`src/rtl/dmg_dma_pkg.sv`:
```
// Shared types and constants for the OAM DMA engine: FSM state encoding,
// transfer geometry, register address and the echo-RAM source mapping.
package dmg_dma_pkg;

  typedef enum logic [1:0] {
    ST_IDLE  = 2'd0,
    ST_START = 2'd1,
    ST_XFER  = 2'd2
  } dma_state_t;

  localparam int         DMA_XFER_LEN = 160;
  localparam logic [7:0] DMA_REG_ADDR = 8'h46;

  // Pages E0..FF alias work RAM at C0..DF.
  function automatic logic [7:0] echo_map(input logic [7:0] hi);
    return (hi >= 8'hE0) ? hi - 8'h20 : hi;
  endfunction

endpackage

```
`src/rtl/oam_dma_if.sv`:
```
// SoC-side bus bundle for the OAM DMA engine: CPU register port, source
// read port, OAM write port, arbiter block and debug state.
interface oam_dma_if;
  import dmg_dma_pkg::*;

  // Handshake: no valid/ready; every transfer is qualified by mcyc. CPU
  // soc_wr/soc_rd count only on a clk with mcyc=1, dma_din is sampled on that
  // clk while dma_rd=1, and oam_wr is a one-clk pulse after the mcyc edge.
  logic        mcyc;
  logic        ffxx;
  logic [7:0]  a;
  logic        soc_wr;
  logic        soc_rd;
  logic [7:0]  d_in;
  logic [7:0]  d_out;
  logic        reg_sel;
  logic [15:0] dma_a;
  logic        dma_rd;
  logic [7:0]  dma_din;
  logic [7:0]  oam_a;
  logic [7:0]  oam_d;
  logic        oam_wr;
  logic        dma_active;
  logic        cpu_block;
  dma_state_t  dbg_state;

  modport master (
    output mcyc, ffxx, a, soc_wr, soc_rd, d_in, dma_din,
    input  d_out, reg_sel, dma_a, dma_rd, oam_a, oam_d, oam_wr,
           dma_active, cpu_block, dbg_state
  );

  modport slave (
    input  mcyc, ffxx, a, soc_wr, soc_rd, d_in, dma_din,
    output d_out, reg_sel, dma_a, dma_rd, oam_a, oam_d, oam_wr,
           dma_active, cpu_block, dbg_state
  );
endinterface

```
`src/rtl/dma_index_counter.sv`:
```
// Byte index for the OAM copy: clears or advances only on mcyc and saturates
// at the last index so it can never wrap past the end of OAM.
module dma_index_counter
  import dmg_dma_pkg::*;
#(
  parameter int XFER_LEN = DMA_XFER_LEN
) (
  input  logic       clk,
  input  logic       rst,
  input  logic       mcyc,
  input  logic       clear,
  input  logic       inc,
  output logic [7:0] idx,
  output logic       tc
);

  assign tc = (idx == 8'(XFER_LEN - 1));

  always_ff @(posedge clk or posedge rst) begin
    if (rst) begin
      idx <= 8'h00;
    end else if (mcyc) begin
      if (clear) begin
        idx <= 8'h00;
      end else if (inc && !tc) begin
        idx <= idx + 8'h01;
      end
    end
  end

endmodule

```
`src/rtl/oam_dma.sv`:
```
// OAM DMA engine at FF46: copies XFER_LEN bytes from {page,00..} into OAM,
// one byte per M-cycle, and asks the arbiter to block non-FFxx CPU cycles.
module oam_dma
  import dmg_dma_pkg::*;
#(
  parameter int         XFER_LEN    = DMA_XFER_LEN,
  parameter logic [7:0] REG_ADDR    = DMA_REG_ADDR,
  parameter int         START_DELAY = 1
) (
  input logic      clk,
  input logic      rst,
  oam_dma_if.slave bus
);

  localparam int DLY_W = (START_DELAY > 1) ? $clog2(START_DELAY) : 1;
  localparam logic [DLY_W-1:0] DLY_INIT = DLY_W'(START_DELAY - 1);

  dma_state_t     state;
  logic [7:0]     src_hi;
  logic [7:0]     src_map;
  logic [DLY_W-1:0] dly_cnt;
  logic           dma_rd_q;
  logic           active_q;
  logic           oam_wr_q;
  logic [7:0]     oam_a_q;
  logic [7:0]     oam_d_q;
  logic [7:0]     idx;
  logic           tc;
  logic           reg_sel;
  logic           reg_wr;
  logic           idx_clear;
  logic           idx_inc;

  assign reg_sel   = bus.ffxx && (bus.a == REG_ADDR);
  assign reg_wr    = bus.mcyc && bus.soc_wr && reg_sel;
  assign idx_clear = (state == ST_START) && !reg_wr && (dly_cnt == '0);
  assign idx_inc   = (state == ST_XFER);

  dma_index_counter #(.XFER_LEN(XFER_LEN)) u_idx (
    .clk   (clk),
    .rst   (rst),
    .mcyc  (bus.mcyc),
    .clear (idx_clear),
    .inc   (idx_inc),
    .idx   (idx),
    .tc    (tc)
  );

  // src_map is frozen for the running copy, so a restart keeps reading the old
  // page until the new transfer actually begins.
  always_ff @(posedge clk or posedge rst) begin
    if (rst) begin
      state    <= ST_IDLE;
      src_hi   <= 8'h00;
      src_map  <= 8'h00;
      dly_cnt  <= '0;
      dma_rd_q <= 1'b0;
      active_q <= 1'b0;
      oam_wr_q <= 1'b0;
      oam_a_q  <= 8'h00;
      oam_d_q  <= 8'h00;
    end else begin
      oam_wr_q <= 1'b0;
      if (bus.mcyc) begin
        if (reg_wr) src_hi <= bus.d_in;
        case (state)
          ST_IDLE: begin
            if (reg_wr) begin
              state    <= ST_START;
              dly_cnt  <= DLY_INIT;
              active_q <= 1'b1;
            end
          end
          ST_START: begin
            if (reg_wr) begin
              dly_cnt <= DLY_INIT;
            end else if (dly_cnt == '0) begin
              state    <= ST_XFER;
              src_map  <= echo_map(src_hi);
              dma_rd_q <= 1'b1;
            end else begin
              dly_cnt <= dly_cnt - 1'b1;
            end
          end
          ST_XFER: begin
            oam_wr_q <= 1'b1;
            oam_a_q  <= idx;
            oam_d_q  <= bus.dma_din;
            if (reg_wr) begin
              state    <= ST_START;
              dly_cnt  <= DLY_INIT;
              dma_rd_q <= !tc;
            end else if (tc) begin
              state    <= ST_IDLE;
              dma_rd_q <= 1'b0;
              active_q <= 1'b0;
            end
          end
          default: state <= ST_IDLE;
        endcase
      end
    end
  end

  assign bus.reg_sel    = reg_sel;
  assign bus.d_out      = (reg_sel && bus.soc_rd) ? src_hi : 8'h00;
  assign bus.dma_a      = {src_map, idx};
  assign bus.dma_rd     = dma_rd_q;
  assign bus.oam_a      = oam_a_q;
  assign bus.oam_d      = oam_d_q;
  assign bus.oam_wr     = oam_wr_q;
  assign bus.dma_active = active_q;
  assign bus.cpu_block  = active_q;
  assign bus.dbg_state  = state;

endmodule
```
`src/flat_wrapper.sv`:
```
// flat-port wrapper written by rule: the top's interface ports become plain ports
module oam_dma_flat import dmg_dma_pkg::*;
#(
  parameter int         XFER_LEN    = DMA_XFER_LEN,
  parameter logic [7:0] REG_ADDR    = DMA_REG_ADDR,
  parameter int         START_DELAY = 1
)
  (clk, rst, bus_mcyc, bus_ffxx, bus_a, bus_soc_wr, bus_soc_rd, bus_d_in, bus_dma_din, bus_d_out, bus_reg_sel, bus_dma_a, bus_dma_rd, bus_oam_a, bus_oam_d, bus_oam_wr, bus_dma_active, bus_cpu_block, bus_dbg_state);
  oam_dma_if bus_i ();
  input logic clk;
  input logic rst;
  input wire logic [$bits(bus_i.mcyc)-1:0] bus_mcyc;
  input wire logic [$bits(bus_i.ffxx)-1:0] bus_ffxx;
  input wire logic [$bits(bus_i.a)-1:0] bus_a;
  input wire logic [$bits(bus_i.soc_wr)-1:0] bus_soc_wr;
  input wire logic [$bits(bus_i.soc_rd)-1:0] bus_soc_rd;
  input wire logic [$bits(bus_i.d_in)-1:0] bus_d_in;
  input wire logic [$bits(bus_i.dma_din)-1:0] bus_dma_din;
  output wire logic [$bits(bus_i.d_out)-1:0] bus_d_out;
  output wire logic [$bits(bus_i.reg_sel)-1:0] bus_reg_sel;
  output wire logic [$bits(bus_i.dma_a)-1:0] bus_dma_a;
  output wire logic [$bits(bus_i.dma_rd)-1:0] bus_dma_rd;
  output wire logic [$bits(bus_i.oam_a)-1:0] bus_oam_a;
  output wire logic [$bits(bus_i.oam_d)-1:0] bus_oam_d;
  output wire logic [$bits(bus_i.oam_wr)-1:0] bus_oam_wr;
  output wire logic [$bits(bus_i.dma_active)-1:0] bus_dma_active;
  output wire logic [$bits(bus_i.cpu_block)-1:0] bus_cpu_block;
  output wire logic [$bits(bus_i.dbg_state)-1:0] bus_dbg_state;
  assign bus_i.mcyc = bus_mcyc;
  assign bus_i.ffxx = bus_ffxx;
  assign bus_i.a = bus_a;
  assign bus_i.soc_wr = bus_soc_wr;
  assign bus_i.soc_rd = bus_soc_rd;
  assign bus_i.d_in = bus_d_in;
  assign bus_i.dma_din = bus_dma_din;
  assign bus_d_out = bus_i.d_out;
  assign bus_reg_sel = bus_i.reg_sel;
  assign bus_dma_a = bus_i.dma_a;
  assign bus_dma_rd = bus_i.dma_rd;
  assign bus_oam_a = bus_i.oam_a;
  assign bus_oam_d = bus_i.oam_d;
  assign bus_oam_wr = bus_i.oam_wr;
  assign bus_dma_active = bus_i.dma_active;
  assign bus_cpu_block = bus_i.cpu_block;
  assign bus_dbg_state = bus_i.dbg_state;
  oam_dma #(.XFER_LEN(XFER_LEN), .REG_ADDR(REG_ADDR), .START_DELAY(START_DELAY)) u_core (.clk(clk), .rst(rst), .bus(bus_i));
endmodule
```
`config.mk`:
```
export PLATFORM = sky130hd
export DESIGN_NAME = oam_dma_flat
export DESIGN_NICKNAME = d
export VERILOG_FILES = /design/src/rtl/dmg_dma_pkg.sv /design/src/rtl/oam_dma_if.sv /design/src/rtl/dma_index_counter.sv /design/src/rtl/oam_dma.sv /design/src/flat_wrapper.sv
export SDC_FILE = /design/constraint.sdc
export NUM_CORES = 1
export LEC_CHECK = 0
export ABC_AREA = 1
export CAP_MARGIN = 20
export CORE_MARGIN = 2
export CORE_UTILIZATION = 35
export DETAILED_ROUTE_END_ITERATION = 10
export PLACE_DENSITY = 0.65
export SYNTH_ARGS = -nofsm -noshare
export SYNTH_HDL_FRONTEND = slang
export SYNTH_SLANG_ARGS = --single-unit
```
`constraint.sdc`:
```
create_clock -name clk -period 1.9 [get_ports clk]
set_input_delay 0.285 -clock clk [delete_from_list [all_inputs] [get_ports clk]]
set_output_delay 0.285 -clock clk [all_outputs]
set_load 0.02 [all_outputs]
```
## After elaboration in Yosys (flattened, before gate mapping)

Cells that the tools add are included.
Widths: inputs -> output; s select.

- Bits in latches: 0
- Memories kept: 0
- Register bits: 46
- Memory bits (read-only): 0
- Memory bits (writable): 0
- Bits of input ports: 30

- Bitwise operators: 2
- Multipliers: 0
- Divide/modulo/power cells: 0
- Equal/unequal tests: 11
- $add $sub $neg: 3
- Mux-type cells: 24
- Shifts and indexed selects: 0
- Reductions and logical operators: 23
- Order comparisons: 1

Operators by type and width:

| cell | number |
|---|---|
| $mux 8 | 4 |
| $reduce_and 5->1 | 3 |
| $mux 1 | 11 |
| $mux 2 | 5 |
| $add 8x1->8 const B | 1 |
| $eq 8x7->1 const B | 1 |
| $eq 8x8->1 const B | 1 |
| $ge 8x8->1 const B | 1 |
| $reduce_bool 2->1 | 4 |
| $sub 8x6->8 const B | 1 |
| $logic_and 1x1->1 | 7 |
| $ne 2x1->1 const B | 3 |
| $ne 2x2->1 const B | 3 |
| $pmux 1 s2 | 3 |
| $pmux 2 s3 | 1 |
| $reduce_and 2->1 | 3 |
| $reduce_and 4->1 | 1 |
| $ne 3x1->1 const B | 1 |
| $reduce_and 3->1 | 1 |
| $eq 2x1->1 const B | 1 |
| $eq 2x2->1 const B | 1 |
| $logic_not 1->1 | 2 |
| $logic_not 2->1 | 1 |
| $not 1->1 | 2 |
| other kinds (2) | 2 |

## Longest topological paths before layout

Gate-level depths: netlist of the first run.

- Depth in word-level cells: 8
- Mapped depth: 10
- Depth with buffers taken out: 10

## Hierarchy

Synthesis of the first run repeated with hierarchy kept, for this count alone.

- Cells, all modules: 292
- Area total of the unflattened synthesis: 2,252.2 um2

Modules (own cells, without submodules):

| module | area an instance (um2) | instances | cells each |
|---|---|---|---|
| oam_dma | 1,705.4 | 1 | 211 |
| dma_index_counter | 546.8 | 1 | 81 |

## Worst setup path before layout of the first run

No wires, ideal clock.

- Path type: input port to output port
- From: in bus_a[5]
- To: out bus_d_out[0]
- Cell stages on the path: 5
- Arrival: 1,446 ps
- Slack: 169 ps
- Cell sequence: nor3_2 > inv_1 > nor2_2 > nand2_1 > nor2_1

- Longest elaborated chain between the ends: 4

Ends and longest elaborated chain:

| what | RTL line | source |
|---|---|---|
| start, declared | flat_wrapper.sv:14 | `input wire logic [$bits(bus_i.a)-1:0] bus_a;` |
| $eq 8x7->1 | oam_dma.sv:34 | `assign reg_sel = bus.ffxx && (bus.a == REG_ADDR);` |
| $logic_and 1x1->1 | oam_dma.sv:34 |  |
| net bus_reg_sel | flat_wrapper.sv:20 | `output wire logic [$bits(bus_i.reg_sel)-1:0] bus_reg_sel;` |
| $logic_and 1x1->1 | oam_dma.sv:106 | `assign bus.d_out = (reg_sel && bus.soc_rd) ? src_hi : 8'h00;` |
| $mux 8 | oam_dma.sv:106 |  |
| end, declared | flat_wrapper.sv:19 | `output wire logic [$bits(bus_i.d_out)-1:0] bus_d_out;` |

The timed path passes the listed nets, and every way through them passes these cells.

## Worst setup path after layout of the first run

- From: in bus_ffxx
- To: out bus_d_out[4]

- Longest elaborated chain between the ends: 3

Ends and longest elaborated chain:

| what | RTL line | source |
|---|---|---|
| start, declared | flat_wrapper.sv:13 | `input wire logic [$bits(bus_i.ffxx)-1:0] bus_ffxx;` |
| $logic_and 1x1->1 | oam_dma.sv:34 |  |
| $logic_and 1x1->1 | oam_dma.sv:106 |  |
| $mux 8 | oam_dma.sv:106 |  |

Every way passes these cells.

==> run summary, run 1 <==
status -> finished clean
cell area after layout -> 0.00308 mm^2
top post-synthesis cells by area -> dfrtp_1 53%, nand2_1 15%, nand3_1 4.2%, o21ai_0 4.2%, inv_1 4.2%
Pre-antenna DRT Iters -> 4
Slew Viols, Final -> 0
core area -> 0.00589 mm^2
Setup-failing EPs final -> 0
Hold-fix buffers, CTS -> 0
crit path max fanout -> 8
Worst-Skew Late Latency -> 290 ps
synthesized cell area -> 0.00213 mm^2
Bufs on Longest Clock Path -> 2
Slew HR -> 0.617
pre-CTS setup slack -> -549 ps
CTS tree -> done
f_max -> 555 MHz
final period utilization -> 0.949
root buffer cell -> clkbuf_8
die height -> 81.9 um
critical path's slowest cell -> clkdlybuf4s50_1
min Tclk post-route -> 1800 ps
Starting Density -> 0.361
Worst Path Buf+Inv -> 3
aggregate global-route resource usage -> 0.152
Final Hold Fails -> 0
Setup Buffers After CTS -> 0
initial drt markers -> 65
Worst setup startpoint -> bus_ffxx
Arr. time, crit path -> 1520 ps
RSZ-0062 raised after global routing -> true
Setup Crit Path Kind -> input pin to primary output
final clock skew -> 8.15 ps
dpl cell area -> 0.00301 mm^2
Critical Path RT -> 1620 ps
vias per cell -> 4.50
top cell type's share of synthesized area -> 0.530
FF-to-FF setup slack -> 310 ps
worst slew pin tran -> 574 ps
area delta synth->final -> 44.8%
sequential element share of the synthesized area -> 0.530
cell mode on critical path -> nor2_1
Worst path max stage delay -> 470 ps
CTS Buf Count -> 5
DRC viols -> 0
Reg clk slew, reported paths -> 80 ps
Buffers on Ports -> 76
Die Span X -> 81.9 um
HPWL after DPL -> 3540 um
first-pass GRT wire length -> 7810 um
pin count of the biggest net entering global routing -> 29
final WL -> 4760 um
Antenna Nets Post-Route -> 0
Die Area -> 0.00671 mm^2
antenna violations before repair -> 0
HP Class -> input pin to asynchronous set/reset pin
vias in the first global route -> 1794
Critical Path Start Type -> input pin
wire per inst -> 11.4 um
register bit total from synthesis -> 45
via count -> 1878
layout cells sized above 1 -> 0.114
CTS H-Tree Depth -> 2
Leak -> 1.53 nW
R2R Path Start -> u_core.u_idx.idx[1]$_DFFE_PP0P_
GP Congestion -> 0.800
setup ws final -> 96.9 ps
Pwr Density -> 796 mW/mm^2
most common cell after layout, fill and taps aside -> nand2_1
Ports -> 77
most frequent cells in the layout -> 85 x nand2_1, 67 x clkdlybuf4s50_1, 45 x dfrtp_1, 24 x nor2_1, 23 x inv_1
# diodes -> 0
cell family with most CP delay -> buffers and inverters
Synth Area per Inst -> 8.27 um^2
Peak supply drop -> 0.437 mV
Overflow after GRT -> 0
crit end category -> primary output
row count -> 28
Cell variety after synth -> 22
CTS sink count -> 45
max cap viols -> 0
Final nets -> 374
Gate Count Post-Synth -> 257
top cell type by total area after synthesis -> dfrtp_1
setup TNS -> 0 ps
Syn. warnings -> 0
CP cell instances -> clkdlybuf4s50_1 > inv_1 > nor2_1 > nand3_1 > nor2_4 > nand2_4 > nor2_1 > buf_2
syn nets -> 289
## routing by layer
| layer | part of all wire | GRT usage | vias to the layer above |
|---|---|---|---|
| met2 | 0.47 | 0.258 | 62 |
| met3 | 0.079 | 0.0538 | 2 |
| li1 | - | - | 970 |
| met1 | 0.45 | 0.179 | 844 |
| met4 | 0.0071 | 0.0500 | 0 |
| met5 | 0 | 0 | - |
## area by class of cell
| class | count | area [um^2] |
|---|---|---|
| Clock inverter | 1 | 7.51 |
| Timing Repair Buffer | 87 | 826 |
| Fill cell | 574 | 2810 |
| Inverter | 27 | 101 |
| Tap cell | 75 | 93.8 |
| Multi-Input combinational cell | 176 | 842 |
| Sequential cell | 45 | 1130 |
| Clock buffer | 6 | 82.6 |
## timing repair
action | in CTS | in global routing
hold endpoints to repair | 0 | 0
setup endpoints to repair | 9 | 7
resized for setup | 37 | 7
## state kept, by name, summed over array words and instances (netlist names)
register,cells
u_core.src_hi,8
u_core.bus.dma_rd,1
u_core.bus.oam_a,8
u_core.src_map,8
u_core.bus.dbg_state,2
u_core.u_idx.idx,8
u_core.bus.cpu_block,1
u_core.bus.oam_d,8
u_core.bus.oam_wr,1
## report_power, final
group / switching (mW) / internal (mW)
clock network: 0.312 / 0.288
registers: 0.0733 / 1.09
logic: 0.339 / 0.352
total: 0.725 / 1.73
## logic make-up (layout without fill, tap and decap cells)
group	after synthesis	count (layout)	share of synthesized area
compound gates	34	34	0.0812
xor+xnor	4	4	0.0165
fa+ha+maj	2	2	0.0118
buf+inv	36	121	0.0800
flops	45	45	0.530
simple gates	136	136	0.281
## worst paths after layout
kind | endpoint | cells after the start
worst max-delay path | bus_d_out[4] | 8
worst min-delay path | u_core.bus.oam_d[5]$_DFFE_PP0P_ | 2
worst max register to register | u_core.u_idx.idx[7]$_DFFE_PP0P_ | 9
worst min register to register | u_core.bus.oam_a[1]$_DFFE_PP0P_ | 2
max in group asynchronous | u_core.u_idx.idx[2]$_DFFE_PP0P_ | 3
min in group clk | u_core.bus.oam_a[1]$_DFFE_PP0P_ | 2
## per-stage QoR
stage | utilization | instances | power, mW | hold slack (ps)
floorplan | - | 257 | 1.49 | 402
global placement | 0.511 | 410 | 1.87 | 452
detailed placement | 0.511 | 410 | 1.88 | 458
CTS | 0.521 | 417 | 2.49 | 297
global route | 0.523 | 417 | 2.61 | 315
finish | 0.523 | 417 | 2.45 | 295
## cell usage after synthesis
library cell and n:
buf_2 4, xnor2_1 1, buf_4 2, nor3_2 1
nand3_4 1, o21ai_1 1, dfrtp_1 45, o21ai_0 18
nand3_1 18, nor2_4 3, ha_1 2, nor2_1 24
inv_1 24, nor3_1 1, a21oi_1 14, nand4_4 1
nand2_1 86, inv_2 3, xor2_1 3, buf_6 3
nor2_2 1, o211ai_1 1
No activity file was read; power rests on OpenSTA's default activity.
==> inputs of run 2 (changes only) <==
SETUP_SLACK_MARGIN = 0.05   (was unset)
==> run 2 against run 1 <==
  * Clock skew about the same
  * Setup slack improved by 33 ps
  * Maximum frequency increased by 1.9%
  * Die area unchanged
  * Cell count unchanged
  * Worst hold slack about the same
  * Sequential share of layout area decreased by 0.31 points
  * Design area increased by 0.85%
==> run summary, run 2 (same netlist as run 1, synthesis figures left out) <==
Hold-fix buffers, CTS -> 0
most common cell after layout, fill and taps aside -> nand2_1
final clock skew -> 8.16 ps
sw frac -> 0.297
Arr. time, crit path -> 1480 ps
CTS tree -> done
CTS sink count -> 45
area delta synth->final -> 46.1%
final period utilization -> 0.931
Setup Crit Path Kind -> input pin to primary output
Slew HR -> 0.617
DRC viols -> 0
Setup-failing EPs final -> 0
final std cells w/o fill -> 417
most frequent cells in the layout -> 85 x nand2_1, 63 x clkdlybuf4s50_1, 45 x dfrtp_1, 23 x inv_1, 23 x nor2_1
Pwr Density -> 790 mW/mm^2
Bufs on Longest Clock Path -> 2
Die Area -> 0.00671 mm^2
vias in the first global route -> 1794
cell family with most CP delay -> buffers and inverters
vias per cell -> 4.50
status -> finished clean
wire per inst -> 11.6 um
row count -> 28
CTS Buf Count -> 5
pin count of the biggest net entering global routing -> 29
layout cells sized above 1 -> 0.120
HPWL after DPL -> 3540 um
Critical Path Start Type -> input pin
# diodes -> 0
Final nets -> 374
Finished Core Util -> 0.528
aggregate global-route resource usage -> 0.152
CP cell instances -> clkdlybuf4s50_1 > nand2_1 > inv_1 > nand3_2 > nor2_4 > nand2_4 > nor2_1 > buf_2
core area -> 0.00589 mm^2
initial drt markers -> 77
Worst path max stage delay -> 450 ps
Die Span X -> 81.9 um
Pint -> 1.72 mW
sequential share of power -> 0.473
HP Class -> input pin to asynchronous set/reset pin
fillers -> 572
first-pass GRT wire length -> 7810 um
antenna violations before repair -> 0
Clk pwr share -> 0.245
CTS H-Tree Depth -> 2
Slew Viols, Final -> 0
Setup Buffers After CTS -> 0
area of the multi-input gates -> 855 um^2
RSZ-0062 raised after global routing -> true
FF+latch area -> 0.00113 mm^2
Reg clk slew, reported paths -> 80 ps
placed cell count -> 410
cell area after layout -> 0.00311 mm^2
Worst Path Buf+Inv -> 3
Peak supply drop -> 0.437 mV
Antenna Nets Post-Route -> 0
GP Congestion -> 0.800
Ports -> 77
Starting Density -> 0.361
via count -> 1876
min Tclk post-route -> 1770 ps
worst slew pin tran -> 574 ps
dpl cell area -> 0.00301 mm^2
critical path's slowest cell -> clkdlybuf4s50_1
Pre-antenna DRT Iters -> 4
Pwr Total -> 2.45 mW
Buffers on Ports -> 76
Leak -> 1.56 nW
Critical Path RT -> 1620 ps
Overflow after GRT -> 0
Worst-Skew Late Latency -> 290 ps
final WL -> 4830 um
combinational fraction of design power -> 0.282
crit path max fanout -> 8
root buffer cell -> clkbuf_8
die height -> 81.9 um
max cap viols -> 0
switching power -> 728 uW
Final Hold Fails -> 0
setup TNS -> 0 ps
crit end category -> primary output
f_max -> 565 MHz
## run 2: layout make-up
type	count	share of cell area
Clock inverter	1	0.00242
Timing Repair Buffer	87	0.270
Tap cell	75	0.0302
Clock buffer	6	0.0266
Sequential cell	45	0.363
Inverter	27	0.0326
Multi-Input combinational cell	176	0.275
## run 2: timing repair
item | in CTS | in global routing
pin swaps | 0 | 5
endpoints found under the setup margin | 9 | 9
resized for setup | 38 | 15
## run 2: per-layer routing
| metal | up-vias | routed length [um] | GRT usage | share of wire |
|---|---|---|---|---|
| met5 | - | 0 | 0 | 0 |
| met4 | 0 | 34 | 0.0500 | 0.0070 |
| met3 | 2 | 376 | 0.0538 | 0.078 |
| met2 | 62 | 2260 | 0.258 | 0.47 |
| met1 | 843 | 2160 | 0.179 | 0.45 |
| li1 | 969 | - | - | - |
## run 2: per-stage QoR
| stage | hold slack, ps | setup slack [ps] |
|---|---|---|
| 2_1_floorplan | 402 | 169 |
| 3_3_place_gp | 452 | -490 |
| 3_5_place_dp | 458 | -549 |
| 4_1_cts | 297 | 59.4 |
| 5_1_grt | 315 | 39.5 |
| 6_report | 295 | 130 |
## run 2: power by group through the flow
| stage | Clock (mW) | Sequential, mW | Combinational, mW |
|---|---|---|---|
| finish | 0.601 | 1.16 | 0.692 |
| global route | 0.676 | 1.18 | 0.763 |
| CTS | 0.630 | 1.16 | 0.706 |
| detailed placement | 0 | 1.18 | 0.703 |
| global placement | 0 | 1.17 | 0.695 |
| floorplan | 0 | 1.34 | 0.150 |
## run 2: final timing paths
check / slack [ps] / cells after the start / endpoint / from
min: 300 / 2 / u_core.bus.oam_d[5]$_DFFE_PP0P_ / rst
max in group asynchronous: 1130 / 3 / u_core.u_idx.idx[2]$_DFFE_PP0P_ / rst
min reg2reg: 470 / 2 / u_core.bus.oam_a[1]$_DFFE_PP0P_ / u_core.bus.oam_a[1]$_DFFE_PP0P_
min in group clk: 470 / 2 / u_core.bus.oam_a[1]$_DFFE_PP0P_ / u_core.bus.oam_a[1]$_DFFE_PP0P_
max: 130 / 8 / bus_d_out[4] / bus_a[6]
max reg2reg: 310 / 9 / u_core.u_idx.idx[7]$_DFFE_PP0P_ / u_core.u_idx.idx[1]$_DFFE_PP0P_
## run 2: worst register-to-register path: stages (launching register included)
cell     delay (ps)
dfrtp_1         430
ha_1            220
nand3_1         120
nor2_1          150
nand2_1         120
nand3_1         130
buf_4           170
a21oi_1          50
nand2_1          50
nand2_1          40
==> inputs of run 3 (changes only) <==
GPL_ROUTABILITY_DRIVEN = 0   (was unset)
SLEW_MARGIN = 20   (was unset)
==> results of run 3 <==
The final DEF is identical to that of run 2; final timing and power are the same.
